**config.mk**
```make
export PLATFORM = sky130hd
export DESIGN_NAME = secded_fifo_param_flat
export DESIGN_NICKNAME = d
export VERILOG_FILES = /design/src/rtl/secded_pkg.sv /design/src/rtl/secded_fifo_param_if.sv /design/src/rtl/secded_dec_param.sv /design/src/rtl/secded_fifo_param.sv /design/src/flat_wrapper.sv
export SDC_FILE = /design/constraint.sdc
export NUM_CORES = 1
export LEC_CHECK = 0
export CAP_MARGIN = 10
export CORE_MARGIN = 5
export CORE_UTILIZATION = 38
export CTS_CLUSTER_DIAMETER = 40
export CTS_CLUSTER_SIZE = 10
export DETAILED_ROUTE_END_ITERATION = 10
export SYNTH_ARGS = -nofsm -noshare
export SYNTH_HDL_FRONTEND = slang
export SYNTH_SLANG_ARGS = --single-unit
```
**constraint.sdc**
```tcl
create_clock -name clk -period 9.7 [get_ports clk]
set_input_delay 2.91 -clock clk [delete_from_list [all_inputs] [get_ports clk]]
set_output_delay 2.91 -clock clk [all_outputs]
set_load 0.05 [all_outputs]
```
**src/rtl/secded_pkg.sv**
```systemverilog
// secded_pkg: SECDED sizing, codeword layout, encoder, syndrome masks and injection modes
package secded_pkg;
   localparam int CW_MAX = 72;
   typedef enum logic [1:0] {
      INJ_NONE   = 2'b00,
      INJ_SINGLE = 2'b01,
      INJ_DOUBLE = 2'b10,
      INJ_PARITY = 2'b11
   } inj_e;
   function automatic int secded_p(input int width);
      int p;
      p = 0;
      for (int i = 7; i >= 1; i--) if ((1 << i) >= width + i + 1) p = i;
      return p;
   endfunction
   // Vector index of data bit j: data fills the non-power-of-two Hamming positions in order
   function automatic int secded_dpos(input int j);
      int r, n;
      r = 0;
      n = 0;
      for (int k = 0; k < CW_MAX - 1; k++)
         if (((k + 1) & k) != 0) begin
            if (n == j) r = k;
            n++;
         end
      return r;
   endfunction
   // Bits covered by parity bit i: Hamming positions with bit i set, overall parity excluded
   function automatic logic [CW_MAX-1:0] secded_mask(input int width, input int i);
      logic [CW_MAX-1:0] m;
      m = '0;
      for (int k = 0; k < CW_MAX - 1; k++) m[k] = (k < width + secded_p(width)) && (((k + 1) >> i) & 1) != 0;
      return m;
   endfunction
   function automatic logic [CW_MAX-1:0] secded_enc(input int width, input logic [63:0] data);
      logic [CW_MAX-1:0] c;
      int p;
      c = '0;
      p = secded_p(width);
      for (int j = 0; j < 64; j++) if (j < width) c[secded_dpos(j)] = data[j];
      for (int i = 0; i < 7; i++) if (i < p) c[(1 << i) - 1] = ^(c & secded_mask(width, i));
      c[width + p] = ^c;
      return c;
   endfunction
endpackage

```
**src/rtl/secded_fifo_param_if.sv**
```systemverilog
// secded_fifo_param_if: write, read and status bundle of the SECDED FIFO
interface secded_fifo_param_if #(
   parameter int DATA_WIDTH = 8,
   parameter int DEPTH      = 4,
   parameter int CNT_WIDTH  = 8
);
   logic wr_valid, wr_ready, rd_valid, rd_ready, rd_single, rd_double, cnt_clr;
   logic [DATA_WIDTH-1:0] wr_data, rd_data;
   logic [1:0] inj_mode;
   logic [CNT_WIDTH-1:0] cnt_single, cnt_double;
   logic [$clog2(DEPTH):0] level;
   modport master (
      output wr_valid, wr_data, inj_mode, rd_ready, cnt_clr,
      input  wr_ready, rd_valid, rd_data, rd_single, rd_double, cnt_single, cnt_double, level
   );
   modport slave (
      input  wr_valid, wr_data, inj_mode, rd_ready, cnt_clr,
      output wr_ready, rd_valid, rd_data, rd_single, rd_double, cnt_single, cnt_double, level
   );
endinterface

```
**src/rtl/secded_dec_param.sv**
```systemverilog
// secded_dec_param: combinational SECDED decode with single correction and double detection
module secded_dec_param
   import secded_pkg::*;
#(
   parameter int DATA_WIDTH = 8,
   localparam int P  = secded_p(DATA_WIDTH),
   localparam int CW = DATA_WIDTH + P + 1
) (
   input  logic [CW-1:0]         cw_i,
   output logic [DATA_WIDTH-1:0] data_o,
   output logic                  single_o,
   output logic                  double_o
);
   logic [CW_MAX-1:0] ext;
   logic [P-1:0] syn;
   logic mism, in_range;
   // Syndrome plus overall parity classify the word; only an in-range single error is flipped back
   always_comb begin
      ext = '0;
      ext[CW-1:0] = cw_i;
      for (int i = 0; i < P; i++) syn[i] = ^(ext & secded_mask(DATA_WIDTH, i));
      mism = ^cw_i;
      in_range = int'(syn) < CW;
      single_o = mism && in_range;
      double_o = syn != '0 && (!mism || !in_range);
      for (int j = 0; j < DATA_WIDTH; j++)
         data_o[j] = cw_i[secded_dpos(j)] ^ (mism && int'(syn) == secded_dpos(j) + 1);
   end
endmodule

```
**src/rtl/secded_fifo_param.sv**
```systemverilog
// secded_fifo_param: SECDED-protected FIFO with ready/valid ports, error injection and error counters
module secded_fifo_param
   import secded_pkg::*;
#(
   parameter int DATA_WIDTH = 8,
   parameter int DEPTH      = 4,
   parameter int CNT_WIDTH  = 8,
   parameter int INJ_POS0   = 2,
   parameter int INJ_POS1   = 4
) (
   input logic clk,
   input logic rst_n,
   secded_fifo_param_if.slave bus
);
   localparam int P  = secded_p(DATA_WIDTH);
   localparam int CW = DATA_WIDTH + P + 1;
   localparam int AW = $clog2(DEPTH);
   logic [CW-1:0] mem_q [DEPTH];
   logic [AW-1:0] wptr_q, rptr_q;
   logic [AW:0] level_q, level_d;
   logic [CW-1:0] inj_mask, wr_word;
   logic wr_rdy, push, load, dec_single, dec_double;
   logic [DATA_WIDTH-1:0] dec_data, rd_data_q;
   logic rd_valid_q, rd_single_q, rd_double_q;
   logic [CNT_WIDTH-1:0] cnt_single_q, cnt_double_q;
   assign wr_rdy  = level_q != (AW + 1)'(DEPTH);
   assign push    = bus.wr_valid && wr_rdy;
   assign load    = level_q != '0 && (!rd_valid_q || bus.rd_ready);
   assign level_d = level_q + (AW + 1)'(push) - (AW + 1)'(load);
   assign wr_word = CW'(secded_enc(DATA_WIDTH, 64'(bus.wr_data))) ^ inj_mask;
   assign bus.wr_ready   = wr_rdy;
   assign bus.rd_valid   = rd_valid_q;
   assign bus.rd_data    = rd_data_q;
   assign bus.rd_single  = rd_single_q;
   assign bus.rd_double  = rd_double_q;
   assign bus.cnt_single = cnt_single_q;
   assign bus.cnt_double = cnt_double_q;
   assign bus.level      = level_q;
   // Injection mask flips chosen codeword bits of the word being written
   always_comb begin
      inj_mask = '0;
      inj_mask[INJ_POS0] = bus.inj_mode == INJ_SINGLE || bus.inj_mode == INJ_DOUBLE;
      inj_mask[INJ_POS1] = bus.inj_mode == INJ_DOUBLE;
      inj_mask[CW-1] = bus.inj_mode == INJ_PARITY;
   end
   // Storage array is not reset; only entries below level are ever decoded
   always_ff @(posedge clk) if (push) mem_q[wptr_q] <= wr_word;
   secded_dec_param #(.DATA_WIDTH(DATA_WIDTH)) u_dec (
      .cw_i(mem_q[rptr_q]), .data_o(dec_data), .single_o(dec_single), .double_o(dec_double)
   );
   // Pointers, occupancy, output register and saturating error counters
   always_ff @(posedge clk or negedge rst_n)
      if (!rst_n) begin
         wptr_q <= '0;
         rptr_q <= '0;
         level_q <= '0;
         rd_valid_q <= 1'b0;
         rd_data_q <= '0;
         rd_single_q <= 1'b0;
         rd_double_q <= 1'b0;
         cnt_single_q <= '0;
         cnt_double_q <= '0;
      end else begin
         wptr_q <= wptr_q + AW'(push);
         rptr_q <= rptr_q + AW'(load);
         level_q <= level_d;
         rd_valid_q <= load || (rd_valid_q && !bus.rd_ready);
         if (load) begin
            rd_data_q <= dec_data;
            rd_single_q <= dec_single;
            rd_double_q <= dec_double;
         end
         cnt_single_q <= bus.cnt_clr ? '0 : cnt_single_q + CNT_WIDTH'(load && dec_single && !(&cnt_single_q));
         cnt_double_q <= bus.cnt_clr ? '0 : cnt_double_q + CNT_WIDTH'(load && dec_double && !(&cnt_double_q));
      end
endmodule

```
**src/flat_wrapper.sv**
```systemverilog
// flat-port wrapper written by rule: the top's interface ports become plain ports
module secded_fifo_param_flat import secded_pkg::*;
#(
   parameter int DATA_WIDTH = 8,
   parameter int DEPTH      = 4,
   parameter int CNT_WIDTH  = 8,
   parameter int INJ_POS0   = 2,
   parameter int INJ_POS1   = 4
)
  (clk, rst_n, bus_wr_valid, bus_wr_data, bus_inj_mode, bus_rd_ready, bus_cnt_clr, bus_wr_ready, bus_rd_valid, bus_rd_data, bus_rd_single, bus_rd_double, bus_cnt_single, bus_cnt_double, bus_level);
  secded_fifo_param_if #(.DATA_WIDTH(DATA_WIDTH), .DEPTH(DEPTH), .CNT_WIDTH(CNT_WIDTH)) bus_i ();
  input logic clk;
  input logic rst_n;
  input wire logic [$bits(bus_i.wr_valid)-1:0] bus_wr_valid;
  input wire logic [$bits(bus_i.wr_data)-1:0] bus_wr_data;
  input wire logic [$bits(bus_i.inj_mode)-1:0] bus_inj_mode;
  input wire logic [$bits(bus_i.rd_ready)-1:0] bus_rd_ready;
  input wire logic [$bits(bus_i.cnt_clr)-1:0] bus_cnt_clr;
  output wire logic [$bits(bus_i.wr_ready)-1:0] bus_wr_ready;
  output wire logic [$bits(bus_i.rd_valid)-1:0] bus_rd_valid;
  output wire logic [$bits(bus_i.rd_data)-1:0] bus_rd_data;
  output wire logic [$bits(bus_i.rd_single)-1:0] bus_rd_single;
  output wire logic [$bits(bus_i.rd_double)-1:0] bus_rd_double;
  output wire logic [$bits(bus_i.cnt_single)-1:0] bus_cnt_single;
  output wire logic [$bits(bus_i.cnt_double)-1:0] bus_cnt_double;
  output wire logic [$bits(bus_i.level)-1:0] bus_level;
  assign bus_i.wr_valid = bus_wr_valid;
  assign bus_i.wr_data = bus_wr_data;
  assign bus_i.inj_mode = bus_inj_mode;
  assign bus_i.rd_ready = bus_rd_ready;
  assign bus_i.cnt_clr = bus_cnt_clr;
  assign bus_wr_ready = bus_i.wr_ready;
  assign bus_rd_valid = bus_i.rd_valid;
  assign bus_rd_data = bus_i.rd_data;
  assign bus_rd_single = bus_i.rd_single;
  assign bus_rd_double = bus_i.rd_double;
  assign bus_cnt_single = bus_i.cnt_single;
  assign bus_cnt_double = bus_i.cnt_double;
  assign bus_level = bus_i.level;
  secded_fifo_param #(.DATA_WIDTH(DATA_WIDTH), .DEPTH(DEPTH), .CNT_WIDTH(CNT_WIDTH), .INJ_POS0(INJ_POS0), .INJ_POS1(INJ_POS1)) u_core (.clk(clk), .rst_n(rst_n), .bus(bus_i));
endmodule
```
==> impl_results.md, run 1 <==
- Status: completed
- Dpl cells: roughly 460
- Htree depth: 3
- Vias in the first global route: 2,319
- Site Rows: 37
- Post-Syn Instances: between 200 and 300
- I/O Pins: 46
- Clock skew: roughly 11 ps
- Crit path buf inv count: 5
- CTS clk-pin slew, worst paths: about 100 ps
- Vias/cell: around 4.8
- Synth Area in Simple Gates: 9.67%
- Inserted Clock Buffers: 9
- Largest net degree at the start of global routing: 35
- CP Launch Type: input pin
- CTS tree: done
- Adder and majority gate portion of the synthesized area: 3.59%
- Total congestion overflow: 0
- Post-synthesis compound-gate area fraction: under 10%
- Layout net count: around 360
- Yosys warns: 0
- DRT Wirelength: around 7.0 mm
- Fin cells: 474
- Clock sink total: 86
- DR WL/cell: approximately 15 µm
- Clock buffer depth: 2
- RSZ-0062 raised after global routing: false
- Setup TNS Final: 0 ps
- Slew @ Worst Pin: around 830 ps
- Hold Fails Final Rpt: 0
- Antenna violations before repair: 0
- Number of port buffers: 45
- Cell mode on critical path: inv_1
- DRC viols: 0
- Cts hold-fix bufs: 0
- Core Area: approximately 10,000 µm²
- EDFF count, synth: 52
- DP HPWL: about 5 mm
- Post-route minimum period: 4970 ps
- Die area: between 10,000 and 15,000 µm²
- Drt pass-1 iters: 4
- Crit path max-delay family: adder cells
- Relative slew slack: around 45%
- Ys async rst share: between 30% and 40%
- Die Ht: around 110 µm
- GRT Util Overall: around an eighth
- Max frequency: 0.201 GHz
- Routed Antenna Nets: 0
- Max-cap violation count: 0
- Share of cells above drive strength 1: between 10 and 15%
- Syn nets: approximately 300
- Crit end category: register
- Post-synthesis sequential area ratio: approximately 60%
- CP max stage delay: 460 ps
- Post-synth cell types: 39
- Data required time at the worst endpoint: roughly 10000 ps
- First-pass GRT wire length: approximately 12 mm
- CTS resizes: 0
- Worst-Skew Late Latency: 360 ps
- Mux contribution to synthesized area: under 10%
- Post-CTS Setup Bufs: 0
- Initial DRC Count: roughly 110
- Syn avg cell area: 14.5 µm²
- Top FF cell, synth: edfxtp_1
- WS Path Type: input pin to register
- Setup Viol. Count Final: 0
- CTS root buf: clkbuf_8
- Cell Area, Synth: between 4000 and 5000 µm²
- Slew Viols, Final: 0
- Via count: approximately 2,300
- Slowest CP cell: a21o_1
- Die W: between 100 and 150 µm
- Synth-to-layout area growth: 20.5%
- Initial core utilization: 39.1%
- Main combinational cell family by area after synthesis: XOR/XNOR gates
- Worst-path fanout max: 20
- CP Cell Sequence: clkdlybuf4s50_1 > inv_1 > a21o_1 > inv_1 > ha_1 > inv_1 > ha_1 > inv_1 > fa_1 > xnor2_1 > xnor2_1
- Worst Hold Class: register to register
- XOR/XNOR share of the synthesized area: approximately 15%
- Antenna Cells: 0
- Worst path arrival time: approximately 5300 ps
- Tcrit/Tclk final: 51.2%
- Yosys reg bits: between 80 and 90
- Routability Congestion: just over 0.7
## cell type report
cell class                      instances  area (µm²)
Clock buffer                            9         124
Clock inverter                          7        75.1
Fill cell                             924        5460
Inverter                                8        30.0
Multi-Input combinational cell        179        1570
Sequential cell                        86        2410
Tap cell                              136         170
Timing Repair Buffer                   49         480
## cell families (layout without fill, tap and decap cells)
| logic type | Yosys count | in the layout |
|---|---|---|
| AND/OR/NAND/NOR | 78 | 78 |
| XOR/XNOR | 58 | 58 |
| multiplexers | 14 | 14 |
| buffers and inverters | 13 | 73 |
| AO/OA/AOI/OAI | 18 | 18 |
| flip-flops | 86 | 86 |
| adder cells (fa/ha/maj) | 11 | 11 |
## per-layer routing
layer / track usage [%] / up-vias / wire (µm)
met5: 0 / - / 0
met3: 3.69 / 9 / 410
met1: 16.2 / 1102 / 3360
met2: 18.2 / 58 / 3100
li1: - / 1110 / -
met4: 3.37 / 0 / 89
## synth_stat cells (all sizes together), types with 2 or more instances
| master | n | area share (%) |
|---|---|---|
| a21oi | 2 | 0.25 |
| and3 | 6 | 0.93 |
| buf | 2 | 0.40 |
| clkbuf | 3 | 0.28 |
| dfrtp | 34 | 21 |
| edfxtp | 52 | 39 |
| ha | 10 | 3.1 |
| inv | 8 | 0.74 |
| mux4 | 13 | 7.5 |
| nand2 | 20 | 1.9 |
| nand2b | 2 | 0.31 |
| nand3 | 8 | 0.99 |
| nand4 | 2 | 0.31 |
| nor2 | 20 | 1.9 |
| nor2b | 4 | 0.62 |
| nor3 | 3 | 0.37 |
| nor3b | 5 | 0.93 |
| o21ai | 12 | 1.5 |
| or3 | 3 | 0.46 |
| xnor2 | 28 | 6.5 |
| xnor3 | 5 | 2.8 |
| xor2 | 24 | 5.4 |
## cells in the final DEF, fill, tap and decap left out, types with 4 or more instances in the layout
master	synthesis	final
nand2_1	20	20
xnor2_1	27	27
nor2b_1	4	4
nor2_1	20	20
dfrtp_1	34	34
inv_1	8	8
nor3b_1	5	4
ha_1	10	10
buf_4	0	4
o21ai_1	8	8
xor2_1	23	23
nand3_1	8	8
mux4_2	10	10
edfxtp_1	52	52
clkbuf_8	0	9
and3_1	6	6
clkdlybuf4s50_1	0	45
o21ai_0	4	4
xnor3_1	5	5
## sequential cells by signal, summed over array words and instances (netlist names)
| register | cells |
|---|---|
| u_core.rptr_q | 2 |
| u_core.bus.rd_valid | 1 |
| u_core.bus.rd_data | 8 |
| u_core.bus.rd_single | 1 |
| u_core.bus.rd_double | 1 |
| u_core.bus.cnt_single | 8 |
| u_core.mem_q | 52 |
| u_core.bus.cnt_double | 8 |
| u_core.bus.level | 3 |
| u_core.wptr_q | 2 |
## worst paths after layout
check	slack, ps	end	startpoint	cells past startpoint
max	4730	u_core.bus.level[2]	bus_rd_ready	11
min	490	u_core.bus.rd_data[1]	u_core.bus.rd_data[1]	2
max reg2reg	5560	u_core.bus.cnt_double[7]	u_core.rptr_q[0]	11
min reg2reg	490	u_core.bus.rd_data[1]	u_core.bus.rd_data[1]	2
max in group asynchronous	6440	u_core.bus.rd_double	rst_n	2
min in group asynchronous	2950	u_core.bus.cnt_single[7]	rst_n	2
## through the flow
step / hold WS, ps / worst slack [ps] / utilization (%) / cell area, µm²
after floorplan: 496 / 5250 / - / 4040
after global placement: 481 / 4380 / 45.2 / 4670
after detailed placement: 477 / 4330 / 45.2 / 4670
after CTS: 500 / 4720 / 47.1 / 4860
after global routing: 524 / 4540 / 47.1 / 4860
final: 492 / 4730 / 47.1 / 4860
## worst min-delay path: cells and delay by family (launching register included)
family             cells  cell delay (ps)
and+or+nand+nor        1               50
DFF                    1              350
AOI/OAI and AO/OA      1               60
Power of run 1 is not shown: default switching activity piles up to over one toggle a cycle in this logic, so the estimate is an artifact.
==> run 2, diff against run 1 <==
==> constraint.sdc (replaced) <==
create_clock -name clk -period 4.9 [get_ports clk]
set_input_delay 1.47 -clock clk [delete_from_list [all_inputs] [get_ports clk]]
set_output_delay 1.47 -clock clk [all_outputs]
set_load 0.05 [all_outputs]
==> run 2 against run 1 <==
Net effect:
- first-iteration DRC count grew 4.5%
- flip-flop and latch count unchanged
- critical path depth unchanged
- die area stayed put
- hold slack about the same
- largest cell class unchanged
- utilization is 0.12 points higher
- non-clock buffer count is 1 higher
- highest routed layer unchanged
==> impl_results.md, run 2 (synthesized netlist as in run 1, its figures left out) <==
- Worst Hold Class: register to register
- Htree depth: 3 (unchanged)
- Die W: 113 µm (unchanged)
- GRT Util Overall: 12.1% (+0.31 points)
- Antenna violations before repair: 0 (unchanged)
- I/O Pins: 46 (unchanged)
- DRC viols: 0 (unchanged)
- Initial core utilization: 39.1% (unchanged)
- Layout net count: 360 (+0.28%)
- Worst path arrival time: 4090 ps (-1170 ps)
- Antenna Cells: 0 (unchanged)
- Vias in the first global route: 2,316 (-0.13%)
- Tcrit/Tclk final: around 78%
- WL met2: 3.35 mm (+7.9%)
- CTS clk-pin slew, worst paths: 100 ps (about the same)
- Commonest non-fill, non-tap cell in the layout: edfxtp_1
- Dpl cells: 459 (+0.22%)
- Setup TNS Final: 0 ps (unchanged)
- Post-CTS Setup Bufs: 0 (unchanged)
- DRT met1 WL: 3.40 mm (+1.1%)
- Slew @ Worst Pin: 738 ps (-92.9 ps)
- CTS resizes: 0 (unchanged)
- Max-cap violation count: 0 (unchanged)
- Largest net degree at the start of global routing: 35 (unchanged)
- Fin cells: 475 (+0.21%)
- Core Area: 10,300 µm² (unchanged)
- Status: completed
- Biggest register: u_core.mem_q
- Share of cells above drive strength 1: 10.3% (-0.031 points)
- Inserted Clock Buffers: 9 (unchanged)
- Hold Fails Final Rpt: 0 (unchanged)
- Drt pass-1 iters: 4 (unchanged)
- Slew Viols, Final: 0 (unchanged)
- Final Hold Slack: 492 ps (+0.127 ps)
- Synth-to-layout area growth: 20.8%
- CP max stage delay: 790 ps (+330 ps)
- CTS root buf: clkbuf_8
- Routed Antenna Nets: 0 (unchanged)
- DP HPWL: 5.06 mm (+2.3%)
- DRT Wirelength: 7.15 mm (+2.7%)
- Cts hold-fix bufs: 0 (unchanged)
- CTS tree: done
- Routability Congestion: 0.794 (+10%)
- Total congestion overflow: 0 (unchanged)
- Data required time at the worst endpoint: 5160 ps (-4830 ps)
- WS Path Type: register to register
- Relative slew slack: 50.8% (+6.2 points)
- Clock buffer depth: 2 (unchanged)
- First-pass GRT wire length: 12.1 mm (+1.9%)
- Max reg flops: 52 (unchanged)
- Clock sink total: 86 (unchanged)
- Uppermost layer routed: met4
- CP Cell Sequence: mux4_2 > xor2_1 > xnor2_1 > nor3b_1 > o21ai_0 > o211ai_1 > nor4_1 > ha_1 > nand3_1 > or3_1 > a21oi_1
- Fin util: 47.2% (+0.12 points)
- WL met3: 357 µm (-13%)
- Setup Viol. Count Final: 0 (unchanged)
- CP Launch Type: register
- Number of port buffers: 45 (unchanged)
- Worst-Skew Late Latency: 360 ps (about the same)
- Die area: 12,800 µm² (unchanged)
- Post-route minimum period: 3820 ps
- Slowest CP cell: dfrtp_1
- Via count: 2,243 (-1.6%)
- DR WL/cell: 15.1 µm (+2.5%)
- Most frequent cells in the layout: 52 x edfxtp_1, 45 x clkdlybuf4s50_1, 34 x dfrtp_1, 27 x xnor2_1, 23 x xor2_1
- Clock skew: 13.2 ps (+2.29 ps)
- Crit end category: register
- Vias/cell: 4.72 (-1.8%)
- Worst-path fanout max: 14 (-30%)
- Initial DRC Count: 116 (+4.5%)
- Site Rows: 37 (unchanged)
- Max frequency: about 0.26 GHz
- Die Ht: 113 µm (unchanged)
- RSZ-0062 raised after global routing: false
run 2: cell types whose count changed in the layout (fill, tap and decap cells not counted):
cell,change
inv_8,-2
clkinvlp_4,-1
clkinv_1,+1
bufinv_16,+1
buf_4,+1
clkinv_4,+1
inv_6,+1
clkinv_8,-1
run 2: area by class of cell:
class | count | area, µm²
Clock buffer | 9 | 124
Clock inverter | 7 | 80.1
Fill cell | 919 | 5450
Sequential cell | 86 | 2410
Inverter | 8 | 30.0
Timing Repair Buffer | 50 | 488
Multi-Input combinational cell | 179 | 1570
Tap cell | 136 | 170
run 2: per-stage QoR:
| stage | area [µm²] | setup slack (ps) |
|---|---|---|
| final | 4880 | 1080 |
| after CTS | 4880 | 1040 |
| after detailed placement | 4670 | 977 |
| after floorplan | 4040 | 1600 |
| after global placement | 4670 | 1010 |
| after global routing | 4880 | 759 |
run 2: worst paths after layout:
path,end,depth (start not counted),startpoint,slack (ps)
min reg2reg,u_core.bus.rd_data[2],2,u_core.bus.rd_data[2],490
min,u_core.bus.rd_data[2],2,u_core.bus.rd_data[2],490
max,u_core.bus.cnt_double[5],11,u_core.rptr_q[1],1080
max reg2reg,u_core.bus.cnt_double[5],11,u_core.rptr_q[1],1080
min in group asynchronous,u_core.bus.cnt_double[4],2,rst_n,1520
max in group asynchronous,u_core.rptr_q[0],2,rst_n,3060
run 2: layer usage:
layer  global-route usage (%)  vias up
met5                        0        -
met4                     4.33        0
met3                     3.26        2
met2                     19.0       51
met1                     16.3     1080
li1                         -     1110
run 2: worst max-delay path, delay by kind of cell (launching register included):
kind | cells | cell delay [ps]
XOR/XNOR | 2 | 700
adder cells (fa/ha/maj) | 1 | 230
multiplexers | 1 | 490
AND/OR/NAND/NOR | 4 | 960
AO/OA/AOI/OAI | 3 | 550
flip-flops | 1 | 790
Power of run 2 is left out for the same reason.
==> run 3, diff against run 2 <==
==> constraint.sdc (replaced) <==
create_clock -name clk -period 3.3 [get_ports clk]
set_input_delay 0.99 -clock clk [delete_from_list [all_inputs] [get_ports clk]]
set_output_delay 0.99 -clock clk [all_outputs]
set_load 0.05 [all_outputs]
==> run 3 against run 2 <==
Net effect:
- the run now ends with setup timing left
- first-iteration DRC count shrank 34%
- register-to-register slack lost 1200 ps
- hold slack lost 0.84 ps
- setup slack lost 1200 ps
- maximum frequency grew 13%
- global-route usage grew 0.88 points
- largest cell class unchanged
==> impl_results.md, run 3 (synthesized netlist as in run 1, its figures left out) <==
- Status: complete, but fails checks
- Failing checks: setup timing
- Die area: 12,800 µm² (unchanged)
- Htree depth: 3 (unchanged)
- Max frequency: 0.296 GHz (+13%)
- Data required time at the worst endpoint: 3560 ps (-1600 ps)
- Worst-Skew Late Latency: 350 ps (about the same)
- Worst path arrival time: 3640 ps (-450 ps)
- Crit path buf inv count: 3 (+3)
- Clock sink total: 86 (unchanged)
- Worst-path fanout max: 5 (-9)
- Drt pass-1 iters: 4 (unchanged)
- FF+latch area: 2410 µm² (about the same)
- Die W: 113 µm (unchanged)
- Hold Fails Final Rpt: 0 (unchanged)
- Worst Hold Class: register to register
- Antenna violations before repair: 0 (unchanged)
- Die Ht: 113 µm (unchanged)
- Most frequent cells in the layout: 52 x edfxtp_1, 45 x clkdlybuf4s50_1, 36 x buf_4, 33 x dfrtp_1, 23 x xnor2_1
- DP HPWL: 5.48 mm (+8.3%)
- Setup TNS Final: -223 ps (-223 ps)
- GRT busiest layer: met2
- First-pass GRT wire length: 12.9 mm (+7.0%)
- WS Path Type: register to register
- Initial DRC Count: 77 (-34%)
- Slowest CP cell: mux4_2
- Routed Antenna Nets: 0 (unchanged)
- Max reg flops: 52 (unchanged)
- Antenna Cells: 0 (unchanged)
- RSZ-0062 raised after global routing: true
- Via count: 2,456 (+9.5%)
- DRT Wirelength: 7.93 mm (+11%)
- Max-cap violation count: 0 (unchanged)
- I/O Pins: 46 (unchanged)
- CP Cell Sequence: buf_6 > buf_6 > mux4_2 > xor2_4 > xnor3_2 > buf_6 > and4bb_2 > nor4_2 > ha_2 > nand3_2 > or3_1 > a21oi_1
- Synth-to-layout area growth: 33.4%
- Slew Viols, Final: 0 (unchanged)
- Cell mode on critical path: buf_6
- Multi-input logic area: 1740 µm² (+10%)
- Relative slew slack: 60.8% (+10 points)
- Share of cells above drive strength 1: 26.6% (+16 points)
- Total congestion overflow: 0 (unchanged)
- Vias in the first global route: 2,568 (+11%)
- Clock skew: 9.12 ps (-4.08 ps)
- Placed instance area: 4920 µm² (+5.3%)
- Tcrit/Tclk final: 102% (+24 points)
- GRT Util Overall: 13.0% (+0.88 points)
- CTS tree: done
- M3 GR Usage: 3.37% (+0.11 points)
- Number of port buffers: 45 (unchanged)
- Final Hold Slack: 491 ps (-0.844 ps)
- GR Layer Usage met1: 16.3% (+0.035 points)
- DRC viols: 0 (unchanged)
- Routability Congestion: 0.811 (+2.2%)
- Initial core utilization: 39.1% (unchanged)
- DR WL/cell: 15.4 µm (+2.1%)
- Inserted Clock Buffers: 9 (unchanged)
- Biggest register: u_core.mem_q
- Grt met2 use: 21.4% (+2.5 points)
- Slew @ Worst Pin: 586 ps (-151 ps)
- Cts hold-fix bufs: 0 (unchanged)
- Worst setup margin: -78.2 ps (-1160 ps)
- Site Rows: 37 (unchanged)
- Crit end category: register
- CP max stage delay: 570 ps (-220 ps)
- Core Area: 10,300 µm² (unchanged)
- Vias/cell: 4.76 (+0.80%)
- Crit path max-delay family: simple AND/OR/NAND/NOR gates
- CP Launch Type: register
- Post-route minimum period: 3380 ps (-443 ps)
- CTS root buf: clkbuf_8
- Largest net degree at the start of global routing: 35 (unchanged)
- Clock buffer depth: 2 (unchanged)
- CTS clk-pin slew, worst paths: 90 ps (about the same)
- Layout net count: 401 (+11%)
- Commonest non-fill, non-tap cell in the layout: edfxtp_1
- Setup Viol. Count Final: 5 (+5)
- FILL cells: 881 (-4.1%)
- Final Cell Area: 5390 µm² (+10%)
run 3: cell count changes in the layout (fill, tap and decap cells not counted), sizes merged:
cell / delta
bufinv: -1
inv: -1
buf: +40
clkbuf: +2
clkinv: -3
clkinvlp: +4
run 3: layout make-up:
class,instances,area share [%]
flip-flops and latches,86,44.8
multi-input cells,179,32.2
repair buffers,91,16.0
well taps,136,3.16
clock buffers,10,2.37
clock inverters,6,0.836
inverters,8,0.557
run 3: routing by layer:
| layer | share of wire, % | vias up |
|---|---|---|
| met5 | 0 | - |
| met4 | 1.5 | 0 |
| met3 | 4.2 | 9 |
| met2 | 50 | 57 |
| met1 | 44 | 1200 |
| li1 | - | 1190 |
run 3: per-stage QoR:
stage,util (%),worst slack [ps],cells
3_5_place_dp,47.7,-124,485
6_report,52.2,-78.2,516
4_1_cts,51.3,-62.4,514
5_1_grt,52.2,-225,516
3_3_place_gp,47.7,-37.5,485
2_1_floorplan,-,14.3,278
run 3: path summary, 6_finish.rpt:
check	from	endpoint	slack, ps	depth (start not counted)
max reg2reg	u_core.rptr_q[0]	u_core.bus.cnt_double[5]	-80	12
min reg2reg	u_core.bus.rd_data[0]	u_core.bus.rd_data[0]	490	2
max in group asynchronous	rst_n	u_core.rptr_q[0]	1940	2
max	u_core.rptr_q[0]	u_core.bus.cnt_double[5]	-80	12
min in group asynchronous	rst_n	u_core.bus.cnt_single[3]	1040	2
min	u_core.bus.rd_data[0]	u_core.bus.rd_data[0]	490	2
run 3: timing repair:
action / 4_1_cts / 5_1_grt
setup endpoints to repair: 9 / 14
cloned: 0 / 1
buffers inserted: 13 / 1
pin swaps: 14 / 6
resized for setup: 24 / 12
endpoints found under the hold margin: 0 / 0
run 3: tightest hold or removal path, stage by stage, from the launching register on:
cell	delay [ps]
dfrtp_1	350
nand2_1	50
o21ai_1	60
Power of run 3 is left out for the same reason.
